`src/rtl/sub32_serial.sv`:
```
// sub32_serial: 32-bit subtractor, a - b - borrow_in, one 8-bit slice per clock.
// Valid/ready on both sides; borrow_out, true sign and overflow registered.
module sub32_serial #(
    parameter int SLICE_W = 8,
    parameter int NSLICE  = 4
) (
    input  logic                      clk,
    input  logic                      rst,
    input  logic                      in_valid,
    output logic                      in_ready,
    input  logic [SLICE_W*NSLICE-1:0] a,
    input  logic [SLICE_W*NSLICE-1:0] b,
    input  logic                      borrow_in,
    output logic                      out_valid,
    input  logic                      out_ready,
    output logic [SLICE_W*NSLICE-1:0] diff,
    output logic                      borrow_out,
    output logic                      sign,
    output logic                      overflow
);

    localparam int W   = SLICE_W * NSLICE;
    localparam int K_W = (NSLICE > 1) ? $clog2(NSLICE) : 1;
    localparam logic [K_W-1:0] K_LAST = K_W'(NSLICE - 1);

    typedef enum logic [1:0] {
        IDLE,
        CALC,
        DONE
    } state_t;

    state_t state_q, state_d;

    logic [W-1:0]       a_q;
    logic [W-1:0]       b_q;
    logic [W-1:0]       diff_q;
    logic [K_W-1:0]     k_q;
    logic               carry_q;
    logic               borrow_q;
    logic               sign_q;
    logic               ovf_q;

    logic [SLICE_W-1:0] a_sl;
    logic [SLICE_W-1:0] b_sl;
    logic [SLICE_W:0]   sum;
    logic               ovf_next;
    logic               last_slice;

    assign in_ready   = (state_q == IDLE);
    assign out_valid  = (state_q == DONE);
    assign diff       = diff_q;
    assign borrow_out = borrow_q;
    assign sign       = sign_q;
    assign overflow   = ovf_q;

    assign last_slice = (k_q == K_LAST);

    always_comb begin
        a_sl = '0;
        b_sl = '0;
        for (int i = 0; i < NSLICE; i++) begin
            if (k_q == K_W'(i)) begin
                a_sl = a_q[i*SLICE_W +: SLICE_W];
                b_sl = b_q[i*SLICE_W +: SLICE_W];
            end
        end
    end

    // Subtract as a + ~b + carry, carry starting at ~borrow_in.
    assign sum = {1'b0, a_sl}
               + {1'b0, ~b_sl}
               + {{SLICE_W{1'b0}}, carry_q};

    // sum[SLICE_W-1] is the final diff MSB when on the last slice.
    assign ovf_next = (a_q[W-1] != b_q[W-1])
                   && (sum[SLICE_W-1] != a_q[W-1]);

    always_comb begin
        state_d = state_q;
        unique case (state_q)
            IDLE: if (in_valid) state_d = CALC;
            CALC: if (last_slice) state_d = DONE;
            DONE: if (out_ready) state_d = IDLE;
            default: state_d = IDLE;
        endcase
    end

    always_ff @(posedge clk or posedge rst) begin
        if (rst) begin
            state_q <= IDLE;
        end else begin
            state_q <= state_d;
        end
    end

    always_ff @(posedge clk or posedge rst) begin
        if (rst) begin
            a_q      <= '0;
            b_q      <= '0;
            diff_q   <= '0;
            k_q      <= '0;
            carry_q  <= 1'b0;
            borrow_q <= 1'b0;
            sign_q   <= 1'b0;
            ovf_q    <= 1'b0;
        end else begin
            unique case (state_q)
                IDLE: begin
                    if (in_valid) begin
                        a_q     <= a;
                        b_q     <= b;
                        carry_q <= ~borrow_in;
                        k_q     <= '0;
                    end
                end
                CALC: begin
                    for (int i = 0; i < NSLICE; i++) begin
                        if (k_q == K_W'(i)) begin
                            diff_q[i*SLICE_W +: SLICE_W] <= sum[SLICE_W-1:0];
                        end
                    end
                    carry_q <= sum[SLICE_W];
                    k_q     <= k_q + 1'b1;
                    if (last_slice) begin
                        borrow_q <= ~sum[SLICE_W];
                        ovf_q    <= ovf_next;
                        sign_q   <= sum[SLICE_W-1] ^ ovf_next;
                    end
                end
                DONE: begin
                end
                default: begin
                end
            endcase
        end
    end

endmodule

```
`config.mk`:
```
export PLATFORM = sky130hd
export DESIGN_NAME = sub32_serial
export DESIGN_NICKNAME = d
export VERILOG_FILES = /design/src/rtl/sub32_serial.sv
export SDC_FILE = /design/constraint.sdc
export NUM_CORES = 1
export LEC_CHECK = 0
export CORE_MARGIN = 1
export CORE_UTILIZATION = 35
export CTS_BUF_LIST = sky130_fd_sc_hd__clkbuf_4 sky130_fd_sc_hd__clkbuf_8
export DETAILED_ROUTE_END_ITERATION = 8
export GPL_TIMING_DRIVEN = 0
export PLACE_DENSITY = 0.61
export SLEW_MARGIN = 30
export SYNTH_ARGS = -nofsm -noshare
export SYNTH_HDL_FRONTEND = slang
export SYNTH_SLANG_ARGS = --single-unit
```
`constraint.sdc`:
```
create_clock -name clk -period 4.5 [get_ports clk]
set_input_delay 0.9 -clock clk [delete_from_list [all_inputs] [get_ports clk]]
set_output_delay 0.9 -clock clk [all_outputs]
set_load 0.01 [all_outputs]
```
==> reports/results.tsv <==
stage	metric	value	unit
die	core	13240	um2
pwr	combPwrFrac	0.563	
synth	muxShareOfSynthArea	0.01503	
sta	whs	0.4858	ns
pwr	power_frac_seq	0.320	
synth	synth_xor_area_frac	0.009230	
finish	fin_area	6252	um2
clock_network	cts_max_level	3	
synth	ys_seq_area_frac	0.5485	
sta	fin_skew	0.01076	ns
synth	yosys.area_share.simple	0.2408	
synth	synth_edf_count	0	
route	ant_nets	0	
critical_path	crit-reg2reg-launch	k_q[1]$_DFFE_PP0P_	
synth	ys_warn_count	0	
global_route	grtUsageTotal	0.1843	
route	num_vias	4067	
die	dieArea	14030	um2
clock_network	clkSinkCount	104	
pwr	clkPwrFrac	0.117	
clock_network	cts_inserted_buffers	9	
clock_network	cts.clk_slew.worst_paths	0.11	ns
hold_path	hold_path_end	b_q[4]$_DFFE_PP0P_	
synth	synth_area	4745	um2
route	route.detailed.drc	0	
pwr	p_sw	2.335	mW
pwr	power_density	827.1	nW/um2
critical_path	startpoint_type	flop	
synth	ys_async_sr_fraction	1.000	
sta	period_share	0.9201	
sta	grt_setup_unrepaired	false	
die	boundaryPins	106	
pwr	p_leak	2.962	nW
hold_path	worstHoldStart	b_q[4]$_DFFE_PP0P_	
synth	syn_avg_cell_area	8.457	um2
die	initial_core_util	0.3583	
finish	fillCellCount	1339	
place	port_buffers	105	
finish	final_nets	760	
critical_path	crit_required	4.75	ns
clock_network	cts_hold_buffers	0	
synth	synth_compound_area_frac	0.1174	
route	routed_wirelength	12290	um
finish	area_growth_syn_to_layout	31.78	%
route	drtIter0Drc	217	
pwr	peakVddDrop	0.3946	mV
synth	syn-num-nets	643	
synth	synth_seq_cells	104	
sta	fin_crit	4.140	ns
die	die-height	118.4	um
finish	antenna_cells	0	
sta	relSlewSlack	0.6366	
critical_path	r2r_end	diff[22]$_DFFE_PP0P_	
critical_path	reg2reg_depth	17	
global_route	grt_pass1_wl	20220	um
clock_network	cts.path.max_buffers	2	
global_route	grt_pass1_vias	4128	
clock_network	cts_tree	done	
job	max_cap_violations	0	
critical_path	crit_arrival	4.39	ns
place	dp_hpwl	9468	um
route	dr.pass1.iters	4	
synth	synth.distinct_cells	35	
synth	synth_top_area_share	0.5485	
synth	synth_top_family_by_area	simple AND/OR/NAND/NOR gates	
sta	setup_viol	0	
synth	synth_top_area_cell	dfrtp_1	
place	place_area	6048	um2
synth	syn_inst	561	
route	wl_per_cell	14.30	um
finish	drive_above_1_share	0.03514	
clock_network	cts_setup_buffers	0	
die	dieWidth	118.4	um
synth	synth_fa_ha_area_frac	0.03982	
global_route	grt_max_degree	58	
synth	synth_ff_type	dfrtp_1	
global_route	antenna_found_initial	0	
sta	slew_viol_final	0	
hold_path	hp-class	reg -> reg	
synth	yosysMostFrequentCell	nand2_1	
outcome	status	finished, final reports clean	
critical_path	critPathCaptureType	flop	
clock_network	worstSkewPairLatency	0.38	ns
critical_path	path_max_fanout	10	
place	place_congestion	0.8335	
pwr	switching_share	0.4516	
critical_path	critPathKind	reg -> reg	
synth	synthTopCellsByCount	254 x nand2_1, 104 x dfrtp_1, 52 x o21ai_0, 29 x nor2_1	
clock_network	post_cts_resized	0	
pwr	intPower	2.836	mW
sta	worstMarginPinSlew	0.5451	ns
clock_network	cts_root_buffer	clkbuf_8	
sta	hold_viol_final	0	
die	rows	42	
synth	synth_area_leaders	dfrtp_1 55%, nand2_1 20%, o21ai_0 5.5%	
critical_path	rrSetupSlack	0.36	ns
route	vias_per_cell	4.735	
hold_path	worstHoldPathCells	2	
sta	fmax	241.5	MHz
global_route	grt_overflow	0	
## layer usage
| layer | routed length (um) | vias up | GRT usage | part of all wire |
|---|---|---|---|---|
| li1 | - | 2027 | - | - |
| met1 | 5739 | 1925 | 0.2442 | 0.47 |
| met2 | 5877 | 107 | 0.3103 | 0.48 |
| met3 | 565 | 8 | 0.03523 | 0.046 |
| met4 | 103 | 0 | 0.04589 | 0.0084 |
| met5 | 0 | - | 0 | 0 |
## flip-flops by register name, indices dropped and copies added (netlist names)
signal	count
borrow_out	1
b_q	32
k_q	2
carry_q	1
sign	1
overflow	1
state_q	2
diff	32
a_q	32
## cell usage in the layout (no fill, tap or decap), types with 2 or more instances in the layout
master,instances
nand2_1,254
clkdlybuf4s50_1,105
dfrtp_1,104
o21ai_0,52
nor2_1,29
clkbuf_1,27
a21oi_1,27
ha_1,11
clkbuf_8,9
inv_1,7
mux2i_1,6
a22oi_1,5
a21o_1,4
nand2b_1,3
nor2b_1,3
xor2_1,3
nand3_1,2
xnor2_1,2
buf_1,2
inv_6,2
fa_1,2
clkinv_4,2
## metrics by stage
stage / utilization / setup slack [ns] / power, mW / cells / TNS, ns
5_1_grt: 0.4721 / 0.06626 / 5.633 / 859 / 0
4_1_cts: 0.4721 / 0.3466 / 5.213 / 859 / 0
3_5_place_dp: 0.4567 / 0.3788 / 4.595 / 843 / 0
3_3_place_gp: 0.4543 / -0.5856 / 4.466 / 842 / -60.27
6_report: 0.4721 / 0.3597 / 5.171 / 859 / 0
2_1_floorplan: - / 0.8678 / 3.516 / 561 / 0
## worst max-delay path by stage
stage,to,cells after the start,from,slack [ns]
2_1_floorplan,a_q[0]$_DFFE_PP0P_,1,rst,0.87
3_5_place_dp,diff[22]$_DFFE_PP0P_,17,k_q[1]$_DFFE_PP0P_,0.38
4_1_cts,diff[22]$_DFFE_PP0P_,17,k_q[1]$_DFFE_PP0P_,0.35
3_3_place_gp,b_q[27]$_DFFE_PP0P_,2,rst,-0.59
5_1_grt,diff[6]$_DFFE_PP0P_,17,k_q[1]$_DFFE_PP0P_,0.07
6_report,diff[22]$_DFFE_PP0P_,17,k_q[1]$_DFFE_PP0P_,0.36
## power by group through the flow
stage / clock network (mW) / logic, mW / registers [mW]
6_report: 0.606 / 2.91 / 1.65
5_1_grt: 0.655 / 3.27 / 1.71
4_1_cts: 0.618 / 2.94 / 1.65
3_5_place_dp: 0 / 2.92 / 1.67
3_3_place_gp: 0 / 2.81 / 1.66
2_1_floorplan: 0 / 1.85 / 1.67
## layout make-up
class / count / area, um2 / share of cell area
buffer: 29 / 108.9 / 0.01741
clock buffer: 9 / 123.9 / 0.01981
clock inverter: 7 / 80.08 / 0.01281
inverter: 8 / 35.03 / 0.005603
multi-input combinational: 420 / 2003 / 0.3204
sequential: 104 / 2603 / 0.4163
tap: 176 / 220.2 / 0.03522
timing repair buffer: 106 / 1079 / 0.1725
## cell families after synthesis
family	after synthesis
xor gates and xnor gates	5
muxes	7
and+or+nand+nor	296
buffers and inverters	37
AOI/OAI and AO/OA	98
adders and majority gates	14
DFF	104
## critical path: stages (launching register included)
cell and delay (ns):
dfrtp_1 0.42, inv_1 0.11, ha_1 0.21, clkbuf_1 0.41
clkbuf_1 0.41, a22oi_1 0.16, nor2_1 0.13, a21oi_1 0.08
nor2_1 0.14, a21oi_1 0.07, fa_1 0.46, fa_1 0.42
nor2b_1 0.13, o21a_1 0.14, o21ai_0 0.07, a21oi_1 0.22
xnor2_1 0.24, o21ai_0 0.17
(Power assumes the default switching activity.)
==> edit, RTL diff (same flow settings) <==
Set the parameter `SLICE_W` to 6 (it was 8).
--- a/src/rtl/sub32_serial.sv
+++ b/src/rtl/sub32_serial.sv
@@ -2,5 +2,5 @@
 // Valid/ready on both sides; borrow_out, true sign and overflow registered.
 module sub32_serial #(
-    parameter int SLICE_W = 8,
+    parameter int SLICE_W = 6,
     parameter int NSLICE  = 4
 ) (
Interface: changed (resized a, b and diff); port bits go from 106 to 82. No check against the original RTL was run, so the function may have changed too.
==> edit against the unedited design <==
- first-iteration DRC count decreased by 26%
- sequential cell count shrank 24
- power shrank 21%
- wire length fell by 28%
- sequential power fell by 22%
- worst setup slack better by 0.35 ns
- critical endpoint is now overflow$_DFFE_PP0P_
- synthesized cell count decreased by 26%
- design area is 21% lower
- area after synthesis shrank 22%
- largest power group unchanged
- combinational power fell by 23%
- critical path type unchanged
==> edit: results (changes against the unedited design) <==
Logic synthesis
  – Most used DFF post-synth: dfrtp_1
  – Syn nets: 481 (-25%)
  – Most instantiated cells after synthesis: 182 x nand2_1, 80 x dfrtp_1, 33 x a21oi_1
  – Register area share after synthesis: 54.24% (-0.62 points)
  – Yosys warns: 0 (unchanged)
  – Largest cells by area after synthesis: dfrtp_1 54%, nand2_1 19%, a21oi_1 4.5%
  – Synth async-reset ratio: 100.0% (unchanged)
  – Yosys cell types: 34 (-2.9%)

Clock tree
  – CTS Buf Count: 9 (unchanged)
  – Setup bufs post-CTS: 0 (unchanged)
  – Skew-Pair Late Insertion Delay: 0.35 ns (-0.03 ns)
  – CTS root buf: clkbuf_8
  – CTS resizes: 0 (unchanged)
  – H-tree levels: 3 (unchanged)
  – Reg clk slew, reported paths: 0.09 ns (-0.02 ns)
  – Clock Tree Buf Depth: 2 (unchanged)

Final layout
  – FILL cells: 1016 (-24%)
  – # diodes: 0 (unchanged)
  – Share of post-route cells with drive strength above 1: 6.214% (+2.7 points)
  – NumNets Final: 574 (-24%)

Detailed routing
  – DR iter-0 viols: 161 (-26%)
  – First-pass DRT Iterations: 4 (unchanged)
  – Final wirelength: 8.808 mm (-28%)
  – DR vias: 3086 (-24%)

GRT
  – Vias in the first global route: 3151 (-24%)
  – Antenna violations before repair: 0 (unchanged)
  – Gr usage total: 17.47% (-0.95 points)
  – First-pass GRT wire length: 14.87 mm (-26%)
  – Largest net degree at the start of global routing: 48 (-17%)
  – GRT overflow: 0 (unchanged)

Setup path
  – Crit-path max FO: 10 (unchanged)
  – Slowest CP cell: a2111oi_4
  – Crit-path leading delay family: compound AO/OA/AOI/OAI gates
  – CP peak stage delay: 0.47 ns
  – Worst EP arrival: 4.08 ns (-0.31 ns)

STA
  – Setup Skew: 0.008581 ns (-0.002175 ns)
  – Max-slew headroom: 64.03% (+0.37 points)
  – Final hold vios: 0 (unchanged)

Place
  – Gpl congestion: 0.8162 (-2.1%)
  – Post-DP HPWL: 6.750 mm (-29%)
  – Port Buffer Count: 81 (-23%)

Min path
  – Hold Path Class: register to register

Pwr
  – Lkg Pwr: 0.002283 uW (-23%)
  – Comb pwr share: 54.4% (-1.9 points)
  – Maximum resistive drop on vdd: 0.0003217 V (-18%)
  – Flop pwr share: 31.0% (-1.0 points)
  – Internal Power: 2367 uW (-17%)

Run status
  – Outcome: completed
[edit: cell count changes after synthesis, moves of 3 or more]
cell	change
a22oi_1	-5
nor2_1	-21
nand2_1	-72
o21ai_0	-25
mux2_2	+8
nand3b_1	+12
a21o_1	-3
a21oi_1	+6
mux2i_1	-6
clkbuf_1	-7
dfrtp_1	-24
[edit: cells by family (layout without fill, tap and decap cells)]
family / count (synthesis) / count (layout) / synth area share, %
compound gates: 71 / 71 / 11.02
mux: 9 / 9 / 2.746
fa+ha+maj: 12 / 12 / 4.407
buf+inv: 29 / 127 / 2.983
flops: 80 / 80 / 54.24
simple gates: 213 / 213 / 23.90
xor+xnor: 3 / 3 / 0.7120
[edit: tightest hold or removal path, cell delays in order (launching register included)]
cell and delay (ns):
dfrtp_1 0.35, nand2_1 0.05, nand2_1 0.06
[edit: final cells by class]
| type | count | area (um^2) | area share, % |
|---|---|---|---|
| Buffer | 22 | 83.83 | 1.701 |
| Clock buffer | 9 | 123.9 | 2.513 |
| Clock inverter | 7 | 102.6 | 2.082 |
| Inverter | 7 | 28.78 | 0.5839 |
| Multi-Input combinational cell | 308 | 1579 | 32.04 |
| Sequential cell | 80 | 2002 | 40.62 |
| Tap cell | 136 | 170.2 | 3.453 |
| Timing Repair Buffer | 82 | 838.3 | 17.01 |
[edit: metrics by stage]
| stage | power, uW | setup WS (ns) | cells | cell area (um^2) | hold slack (ns) |
|---|---|---|---|---|---|
| after floorplan | 2765 | 1.414 | 417 | 3691 | 0.4455 |
| after global placement | 3448 | 0.2898 | 634 | 4672 | 0.4577 |
| after detailed placement | 3540 | 0.7748 | 635 | 4702 | 0.4623 |
| after CTS | 4145 | 0.7340 | 651 | 4928 | 0.4831 |
| after global routing | 4472 | 0.3943 | 651 | 4928 | 0.4986 |
| final | 4109 | 0.7116 | 651 | 4928 | 0.4814 |
[edit: per-layer routing]
metal	vias up	track usage (%)	wire, um
met1	1445	23.32	4226
met3	17	3.182	382
li1	1541	-	-
met4	0	7.646	200
met5	-	0	0
met2	83	27.77	3999
[edit: final timing paths]
check	start	to	slack, ns	depth (start not counted)
worst max register to register	k_q[0]$_DFFE_PP0P_	overflow$_DFFE_PP0P_	0.71	13
worst max-delay path	k_q[0]$_DFFE_PP0P_	overflow$_DFFE_PP0P_	0.71	13
max in group asynchronous	rst	a_q[5]$_DFFE_PP0P_	3.01	3
worst min-delay path	a_q[17]$_DFFE_PP0P_	a_q[17]$_DFFE_PP0P_	0.48	2
min in group asynchronous	rst	b_q[6]$_DFFE_PP0P_	0.92	2
worst min register to register	a_q[17]$_DFFE_PP0P_	a_q[17]$_DFFE_PP0P_	0.48	2
